==> config.mk <==
export PLATFORM = sky130hd
export DESIGN_NAME = spi_host_loader
export DESIGN_NICKNAME = d
export VERILOG_FILES = /design/src/rtl/spi_host_loader_pkg.sv /design/src/rtl/spi_host_loader_sync_2ff.sv /design/src/rtl/spi_host_loader.sv
export SDC_FILE = /design/constraint.sdc
export NUM_CORES = 1
export LEC_CHECK = 0
export BUFFER_PORTS_ARGS = -buffer_cell sky130_fd_sc_hd__buf_4
export CORE_UTILIZATION = 55
export CTS_BUF_LIST = sky130_fd_sc_hd__clkbuf_2 sky130_fd_sc_hd__clkbuf_4 sky130_fd_sc_hd__clkbuf_8
export CTS_CLUSTER_DIAMETER = 100
export DETAILED_ROUTE_END_ITERATION = 12
export GPL_ROUTABILITY_DRIVEN = 0
export HOLD_SLACK_MARGIN = 0.06
export PLACE_DENSITY = 0.81
export SKIP_CTS_REPAIR_TIMING = 1
export SLEW_MARGIN = 40
export SYNTH_ARGS = -nofsm -noshare
export SYNTH_HDL_FRONTEND = slang
export SYNTH_HIERARCHICAL = 1
export SYNTH_SLANG_ARGS = --single-unit
==> constraint.sdc <==
create_clock -name clk -period 3.35 [get_ports clk]
set_input_delay 0.1675 -clock clk [delete_from_list [all_inputs] [get_ports clk]]
set_output_delay 0.1675 -clock clk [all_outputs]
set_load 0.05 [all_outputs]
==> src/rtl/spi_host_loader_pkg.sv <==
// Shared opcodes, select codes, state encoding and frame layout for the serial load/run host driver.
package spi_host_loader_pkg;

    localparam int unsigned FRAME_W   = 12;
    localparam int unsigned BIT_CNT_W = 4;

    typedef enum logic [1:0] {
        OP_NOP    = 2'b00,
        OP_LOAD_I = 2'b01,
        OP_LOAD_D = 2'b10,
        OP_RUN    = 2'b11
    } op_e;

    typedef enum logic [1:0] {
        SEL_IDLE = 2'b00,
        SEL_CSI  = 2'b01,
        SEL_CSD  = 2'b10,
        SEL_RUN  = 2'b11
    } sel_e;

    typedef enum logic [1:0] {
        ST_IDLE  = 2'b00,
        ST_SHIFT = 2'b01,
        ST_GAP   = 2'b10,
        ST_RUN   = 2'b11
    } state_e;

    // Shifted LSB-first, so the slave ends up with addr in [3:0] and data in [11:4].
    typedef struct packed {
        logic [7:0] data;
        logic [3:0] addr;
    } frame_t;

endpackage

==> src/rtl/spi_host_loader_sync_2ff.sv <==
// Two-flop synchroniser for the processor's done line.
module spi_host_loader_sync_2ff (
    input  logic clk,
    input  logic rst,
    input  logic d,
    output logic q
);

    logic meta;

    always_ff @(posedge clk) begin
        if (rst) begin
            meta <= 1'b0;
            q    <= 1'b0;
        end else begin
            meta <= d;
            q    <= meta;
        end
    end

endmodule

==> src/rtl/spi_host_loader.sv <==
// Host-side driver for the processor's serial load/run port: shifts 12-bit load frames
// and supervises a run until done or timeout.
module spi_host_loader
    import spi_host_loader_pkg::*;
#(
    parameter int unsigned           GAP_CYCLES   = 1,
    parameter int unsigned           GUARD_CYCLES = 4,
    parameter int unsigned           TIMEOUT_W    = 16,
    parameter logic [TIMEOUT_W-1:0]  TIMEOUT_MAX  = TIMEOUT_W'(16'hFFFF)
) (
    input  logic       clk,
    input  logic       rst,
    input  logic       cmd_valid,
    output logic       cmd_ready,
    input  logic [1:0] cmd_op,
    input  logic [3:0] cmd_addr,
    input  logic [7:0] cmd_data,
    input  logic       done_in,
    output logic [1:0] sel_out,
    output logic       mosi_out,
    output logic       busy,
    output logic       run_done,
    output logic       run_timeout
);

    localparam int unsigned GAP_W   = (GAP_CYCLES > 1) ? $clog2(GAP_CYCLES) : 1;
    localparam int unsigned GUARD_W = (GUARD_CYCLES > 0) ? $clog2(GUARD_CYCLES + 1) : 1;

    state_e                 state_q, state_d;
    logic [BIT_CNT_W-1:0]   bit_cnt_q, bit_cnt_d;
    logic [GAP_W-1:0]       gap_cnt_q, gap_cnt_d;
    logic [GUARD_W-1:0]     guard_cnt_q, guard_cnt_d;
    logic [TIMEOUT_W-1:0]   tmo_cnt_q, tmo_cnt_d, tmo_inc;
    frame_t                 frame_q, frame_d;
    logic [1:0]             cs_q, cs_d;
    logic [FRAME_W-1:0]     frame_bits;
    logic                   done_sync;
    logic                   done_hit;

    logic [1:0]             sel_d;
    logic                   mosi_d, ready_d, busy_d, run_done_d, run_timeout_d;

    spi_host_loader_sync_2ff u_done_sync (
        .clk (clk),
        .rst (rst),
        .d   (done_in),
        .q   (done_sync)
    );

    // State and counter registers.
    always_ff @(posedge clk) begin
        if (rst) begin
            state_q     <= ST_IDLE;
            bit_cnt_q   <= '0;
            gap_cnt_q   <= '0;
            guard_cnt_q <= '0;
            tmo_cnt_q   <= '0;
            frame_q     <= '0;
            cs_q        <= SEL_IDLE;
        end else begin
            state_q     <= state_d;
            bit_cnt_q   <= bit_cnt_d;
            gap_cnt_q   <= gap_cnt_d;
            guard_cnt_q <= guard_cnt_d;
            tmo_cnt_q   <= tmo_cnt_d;
            frame_q     <= frame_d;
            cs_q        <= cs_d;
        end
    end

    // Next state, counters, and the output values the next state will present.
    always_comb begin
        state_d       = state_q;
        bit_cnt_d     = bit_cnt_q;
        gap_cnt_d     = gap_cnt_q;
        guard_cnt_d   = guard_cnt_q;
        tmo_cnt_d     = tmo_cnt_q;
        frame_d       = frame_q;
        cs_d          = cs_q;
        run_done_d    = 1'b0;
        run_timeout_d = 1'b0;
        tmo_inc       = (tmo_cnt_q == TIMEOUT_MAX) ? tmo_cnt_q : tmo_cnt_q + TIMEOUT_W'(1);
        done_hit      = (guard_cnt_q == GUARD_W'(GUARD_CYCLES)) && done_sync;

        unique case (state_q)
            ST_IDLE: begin
                if (cmd_valid && cmd_ready) begin
                    unique case (cmd_op)
                        OP_LOAD_I, OP_LOAD_D: begin
                            frame_d.data = cmd_data;
                            frame_d.addr = cmd_addr;
                            cs_d         = (cmd_op == OP_LOAD_I) ? SEL_CSI : SEL_CSD;
                            bit_cnt_d    = '0;
                            state_d      = ST_SHIFT;
                        end
                        OP_RUN: begin
                            guard_cnt_d = '0;
                            tmo_cnt_d   = '0;
                            state_d     = ST_RUN;
                        end
                        default: ;
                    endcase
                end
            end
            ST_SHIFT: begin
                if (bit_cnt_q == BIT_CNT_W'(FRAME_W - 1)) begin
                    gap_cnt_d = '0;
                    state_d   = ST_GAP;
                end else begin
                    bit_cnt_d = bit_cnt_q + BIT_CNT_W'(1);
                end
            end
            ST_GAP: begin
                if (gap_cnt_q == GAP_W'(GAP_CYCLES - 1)) begin
                    bit_cnt_d   = '0;
                    gap_cnt_d   = '0;
                    guard_cnt_d = '0;
                    tmo_cnt_d   = '0;
                    state_d     = ST_IDLE;
                end else begin
                    gap_cnt_d = gap_cnt_q + GAP_W'(1);
                end
            end
            ST_RUN: begin
                tmo_cnt_d = tmo_inc;
                if (guard_cnt_q != GUARD_W'(GUARD_CYCLES)) begin
                    guard_cnt_d = guard_cnt_q + GUARD_W'(1);
                end
                // Done takes priority over a simultaneous timeout.
                if (done_hit) begin
                    run_done_d = 1'b1;
                    gap_cnt_d  = '0;
                    state_d    = ST_GAP;
                end else if (tmo_inc == TIMEOUT_MAX) begin
                    run_timeout_d = 1'b1;
                    gap_cnt_d     = '0;
                    state_d       = ST_GAP;
                end
            end
            default: state_d = ST_IDLE;
        endcase

        frame_bits = frame_d;
        sel_d      = SEL_IDLE;
        mosi_d     = 1'b0;
        unique case (state_d)
            ST_SHIFT: begin
                sel_d  = cs_d;
                mosi_d = frame_bits[bit_cnt_d];
            end
            ST_RUN:  sel_d = SEL_RUN;
            default: sel_d = SEL_IDLE;
        endcase
        ready_d = (state_d == ST_IDLE);
        busy_d  = (state_d != ST_IDLE);
    end

    // Registered outputs.
    always_ff @(posedge clk) begin
        if (rst) begin
            sel_out     <= SEL_IDLE;
            mosi_out    <= 1'b0;
            cmd_ready   <= 1'b0;
            busy        <= 1'b0;
            run_done    <= 1'b0;
            run_timeout <= 1'b0;
        end else begin
            sel_out     <= sel_d;
            mosi_out    <= mosi_d;
            cmd_ready   <= ready_d;
            busy        <= busy_d;
            run_done    <= run_done_d;
            run_timeout <= run_timeout_d;
        end
    end

endmodule

## Word level (Yosys, flattened, before mapping)

Index checks and enable logic that the tools add are counted.

| cells by class | value |
|---|---|
| reductions and logical operators | 14 |
| bitwise operators | 2 |
| eq/ne operators | 19 |
| multipliers | 0 |
| $lt $le $gt $ge | 1 |
| muxes and demuxes | 39 |
| divide/modulo/power cells | 0 |
| add/sub/neg operators | 4 |
| shift-type cells | 0 |

Operators with widths:

| operator | number |
|---|---|
| $mux W16 | 4 |
| $pmux W16 S3 | 1 |
| $mux W12 | 3 |
| $eq A16 B16 Y1 const B | 2 |
| $mux W2 | 9 |
| $add A16 B1 Y16 const B | 1 |
| $mux W4 | 4 |
| $mux W3 | 4 |
| $pmux W4 S3 | 1 |
| $eq A2 B2 Y1 const B | 5 |
| $pmux W3 S3 | 1 |
| $ne A2 B2 Y1 const B | 4 |
| $pmux W2 S2 | 2 |
| $pmux W2 S4 | 1 |
| $mux W1 | 7 |
| $eq A2 B1 Y1 const B | 3 |
| $ne A3 B3 Y1 const B | 2 |
| $reduce_bool A3 Y1 | 2 |
| $reduce_or A2 Y1 | 3 |
| $lt A4 B5 Y1 const B | 1 |
| $reduce_and A5 Y1 | 1 |
| $add A4 B1 Y4 const B | 1 |
| $bmux W1 S4 | 1 |
| $eq A4 B4 Y1 const B | 1 |
| 12 further kinds | 15 |

| word-level totals | value |
|---|---|
| memory bits (read-only) | 0 |
| memories | 0 |
| output and inout port bits | 7 |
| latch bits | 0 |
| memory bits (writable) | 0 |
| word-level logic and storage cells | 95 |
| register bits | 49 |

## Logic depth before layout (Yosys ltp)

| depth | value |
|---|---|
| depth in word-level cells | 9 |
| depth in mapped cells | 10 |

## Modules after synthesis

Netlist, hierarchy kept.

By module, submodules not included:

| module | times used | area each (µm²) | cells an instance |
|---|---|---|---|
| spi_host_loader | 1 | 2499.9 | 297 |
| spi_host_loader_sync_2ff | 1 | 52.6 | 4 |

## Worst setup path before layout

OpenSTA, ideal clock, no wires.

| timing | value |
|---|---|
| path type | reg-to-reg |
| from | register tmo_cnt_q[0] |
| to | register mosi_out |
| period minus slack after synthesis | 2.201 ns |
| required time | 3.234 ns |
| setup slack | 1.149 ns |
| data arrival time | 2.085 ns |
| stages on the path, launching flop included | 10 |
| cells stage by stage | dfxtp_1 ha_1 nand4_2 or3_1 a21o_1 a211oi_1 nand4b_1 o21ai_2 inv_2 o211a_1 |

| on the way | value |
|---|---|
| longest elaborated chain between the ends | 9 |
| elaborated cells on any way between the ends | 10 |

RTL lines:

| element | line | RTL |
|---|---|---|
| start, declared | spi_host_loader.sv:33 | `logic [TIMEOUT_W-1:0] tmo_cnt_q, tmo_cnt_d, tmo_inc;` |
| start signal, assigned | spi_host_loader.sv:65 | `tmo_cnt_q <= tmo_cnt_d;` |
| $add A16 B1 Y16 / $eq A16 B16 Y1 (equally long branches) | spi_host_loader.sv:82 | `tmo_inc = (tmo_cnt_q == TIMEOUT_MAX) ? tmo_cnt_q : tmo_cnt_q + TIMEOUT_W'(1);` |
| $mux W16 (*) | spi_host_loader.sv:82 |  |
| $eq A16 B16 Y1 (*) | spi_host_loader.sv:134 | `end else if (tmo_inc == TIMEOUT_MAX) begin` |
| $mux W2 (*) | spi_host_loader.sv:134 |  |
| $mux W2 (*) | spi_host_loader.sv:130 | `if (done_hit) begin` |
| $pmux W2 S4 (*) | spi_host_loader.sv:85 | `unique case (state_q)` |
| $eq A2 B1 Y1 (*) | spi_host_loader.sv:146 | `unique case (state_d)` |
| $not A1 Y1 (no source line) (*) | - |  |
| $reduce_or A2 Y1 (no source line) (*) | - |  |
| end signal, assigned | spi_host_loader.sv:169 | `mosi_out <= mosi_d;` |
| end, declared | spi_host_loader.sv:20 | `output logic mosi_out,` |

Every way passes the cells marked *; elsewhere a longest branch is shown, timed or not.
A chain may end at the register's enable or synchronous reset.

## Worst setup path in the final report

| timing | value |
|---|---|
| from | register tmo_cnt_q[0] |
| to | register run_timeout |

| on the way | value |
|---|---|
| longest elaborated chain between the ends | 4 |
| elaborated cells on any way between the ends | 5 |

RTL lines:

| element | line | RTL |
|---|---|---|
| $add A16 B1 Y16 / $eq A16 B16 Y1 (equally long branches) | spi_host_loader.sv:82 |  |
| $mux W16 (*) | spi_host_loader.sv:82 |  |
| $eq A16 B16 Y1 (*) | spi_host_loader.sv:134 |  |
| $mux W1 (*) | spi_host_loader.sv:134 |  |
| end signal, assigned | spi_host_loader.sv:173 | `run_timeout <= run_timeout_d;` |
| end, declared | spi_host_loader.sv:23 | `output logic run_timeout` |

Marked as above.

==> results.md <==
- The run finished with clean final reports.
- The combinational power share is 8.5%.
- The chip width is 70.1 µm.
- The post-route netlist has 15.6% of its cells at a drive strength greater than 1.
- In the final layout, flip-flops and latches occupy 961 µm².
- Ranked by total cell area, the synthesized netlist is headed by dfxtp_1, mux2i_1, nor2_1.
- Derived from the worst setup path, the maximum achievable clock frequency is 391 MHz.
- The dominant cell type by area after synthesis is dfxtp_1.
- The count of port buffers added during placement is 24.
- The element type at the critical path end is a flip-flop.
- In the final routed layout, each cell accounts on average for 14.8 µm.
- When the netlist entered floorplanning its net count stood at 326.
- The endpoint identified for the worst register-to-register timing path is run_timeout.
- Setup repair after global routing left no endpoint under its margin.
- The yosys synthesis warning count is 6.
- The total non-filler cell area in the finished layout is 0.00285 mm².
- The number of antenna repair diodes is 0.
- For the final routed database, the setup TNS stands at 0 ps.
- The endpoint of the worst setup timing path is run_timeout.
- The maximum number of pins on one net before global-route repair is 32.
- The required time reported for the critical path endpoint is 3600 ps.
- Of the available clock period, the critical path in the final layout requires 76.3%.
- After detailed routing, the number of remaining DRC violations is 0.
- The via count of the first global-routing pass came to 2115.
- Of the total power, registers draw 49.5%.
- The root buffer selected by CTS is clkbuf_8.
- The post-synthesis sequential area ratio is 37.6%.
- The clock share of power is 41.9%.
- For the worst flop-to-flop path, the logic depth is 6.
- The clock reaches the later pin of the worst-skew pair after 300 ps.
- The TritonCTS clock tree is done.
- The count of placed standard cells including taps is 364.
- After floorplanning, the core was divided into 24 placement rows.
- The total wire length is 5.49 mm.
- Internal power comes to 0.000928 W.
- The worst-case hold slack is 71.8 ps.
- Compared with the post-synthesis result, the final layout area differs by 11.8%.
- The H-tree level count is 2.
- The multi-input combinational cells in the finished layout cover a total of 0.00146 mm².
- Power spread over the standard cell area amounts to 418 mW/mm².
- For this run, the share of the core covered by cells in the final layout is 64.7%.
- Fill cells in the final layout number 368.
- The predominant post-synthesis flop cell is dfxtp_1.
- The half-perimeter wire length of the detailed placement result is 3.90 mm.
- The number of nets at the end of the flow is 344.
- The number of synthesized flops with an enable pin is 0.
- No sink is reached through more buffers than the 2 on the longest clock path.
- The area of the core is 0.00441 mm².
- Of all nets on the critical path, the largest fanout is 8.
- The via density per instance is 6.19.
- The floorplan step defined a die boundary enclosing 0.00492 mm².
- After synthesis, the share of flip-flops with an asynchronous set or reset is 0%.
- The switching share of power is 22.3%.
- The first TritonRoute pass finished after 5 iterations.
- The flop and latch count out of synthesis is 48.
- The static power due to leakage is 1.19 nW.
- Once the floorplan was initialized, standard cells occupied 57.8% of the core.
- The count of final setup violators is 0.
- The switching component of the power is 0.000267 W.
- Each instance of the synthesized netlist takes up on average 8.48 µm².
- The critical path starts at tmo_cnt_q[0].
- Across the routed clock network, the largest skew measured is 4.92 ps.
- The combined area of all synthesized cells is 0.00255 mm².
- Global routing used 23.6% of the available tracks.
- The worst reg-to-reg setup slack is 790 ps.
- The count of antenna-violating nets left after detailed routing is 0.
- The launch point of the worst reg-to-reg path is tmo_cnt_q[0].
- The hold path startpoint is done_in.
- The clock transition at the register clock pins on the worst setup and hold paths after CTS is 90 ps.
- The number of buffers created by CTS is 5.
- The worst-case IR drop observed on VDD is 0.244 mV.
- At the pin with the least slew margin, the transition time is 687 ps.
- The first-pass GRT wire length is 9.40 mm.
- The number of antenna violations at the first check in global routing is 0.
- The placed instances occupy a cell area of 0.00272 mm².
- The instance count of the mapped netlist is 301.
- The clock drives 48 sinks.
- The path type of the worst setup path is flip-flop to flip-flop.
- For this run, the number of standard cells in the final layout without fillers is 372.
- The number of endpoints with negative hold slack in the final report is 0.
- The count of final max-slew check failures is 0.
- The worst setup path is launched from a flip-flop.
- The remaining max-slew budget at the tightest pin is 54.0%.
- Pin placement for this block handled 25 I/O pins.
- The post-route minimum period is 2560 ps.
- The total congestion overflow is 0.
- Yosys mapped the design onto 56 distinct sky130hd cell types.
- The floorplan step set the die height to 70.1 µm.
- For the worst setup path, the data arrival time is 2810 ps.
- The class of the tightest hold or removal check is primary input to flip-flop.
- In this run the biggest area consumer among cell types represents 37.6% of the synthesized area.
- The routed via count is 2303.
- The number of max-cap violations is 0.
- In this run, the number of DRC markers left after iteration 0 of detailed routing was 276.
## critical path, stage by stage (launching register included)
cell and delay (ps):
dfxtp_1 450, ha_1 330, nand4_2 250, nor3_1 460, o21ai_0 220, or4b_1 530
and4bb_1 270
## cells by family after synthesis
family                   count (synthesis)  synth area share, %
flip-flops                              48                 37.6
buffers and inverters                   25                 5.25
adder cells (fa/ha/maj)                  7                 3.43
XOR/XNOR                                 4                 1.37
AO/OA/AOI/OAI                           76                 18.8
multiplexers                            24                 9.46
AND/OR/NAND/NOR                        117                 24.1
## per-layer routing
metal | part of all wire, % | global-route usage (%)
met3 | 6.3 | 4.91
met5 | 0 | 0
met2 | 46 | 37.8
met4 | 1.3 | 7.56
met1 | 47 | 31.8
## state kept, by name (all words and copies together), names as in the netlist
signal            count
sel_out               2
bit_cnt_q             4
cmd_ready             1
tmo_cnt_q            16
busy                  1
cs_q                  2
run_done              1
run_timeout           1
frame_q              12
u_done_sync/q         1
guard_cnt_q           3
u_done_sync/meta      1
state_q               2
mosi_out              1
## layout by cell type (no fill, tap or decap), types with 5 or more instances in the layout
| cell type | instances |
|---|---|
| dfxtp_1 | 48 |
| nand4_1 | 6 |
| nor2_1 | 38 |
| a21oi_1 | 17 |
| clkbuf_8 | 5 |
| ha_1 | 7 |
| a31oi_1 | 8 |
| nor2b_1 | 5 |
| inv_1 | 9 |
| mux2i_1 | 23 |
| nand3_1 | 15 |
| buf_4 | 26 |
| o21ai_0 | 24 |
| nand2_1 | 23 |
## synth_stat cells (3+ instances only)
library cell / instances
nand4b_1: 3
a22oi_1: 4
dfxtp_1: 48
nor2_1: 38
o21ai_0: 24
nand3_1: 15
ha_1: 7
nand2_1: 23
buf_4: 5
o31ai_1: 3
a31oi_1: 8
nand4_1: 6
nor2b_1: 5
clkbuf_1: 5
a21oi_1: 17
a22o_1: 3
inv_1: 9
nor3_1: 4
mux2i_1: 23
## power groups by stage
stage,clock network (W),registers [W],logic (W)
floorplan,0,0.000611,0.0000637
global placement,0,0.000604,0.000101
detailed placement,0,0.000605,0.000102
CTS,0.000507,0.000591,0.000102
global route,0.000529,0.000593,0.000112
finish,0.000501,0.000591,0.000102
## final cells by class
class                           instances  area share (%)
Sequential cell                        48            33.7
Multi-Input combinational cell        228            51.1
Tap cell                               52            2.28
Clock buffer                            5            2.41
Timing Repair Buffer                   26            6.84
Inverter                               10            1.32
Clock inverter                          3            2.41
## how the worst min path moves through the flow
| stage | endpoint | cells after the start |
|---|---|---|
| after floorplan | u_done_sync/meta | 1 |
| after CTS | u_done_sync/meta | 2 |
| after global placement | u_done_sync/meta | 2 |
| final | u_done_sync/meta | 2 |
| after detailed placement | u_done_sync/meta | 2 |
| after global routing | u_done_sync/meta | 2 |
## metrics by stage
step | setup WS, ps | total power (W)
after floorplan | 1150 | 0.000675
after global placement | 952 | 0.000705
after detailed placement | 871 | 0.000707
after CTS | 846 | 0.00120
after global routing | 568 | 0.00123
final | 793 | 0.00119
Power figures use the tool's default switching activity.
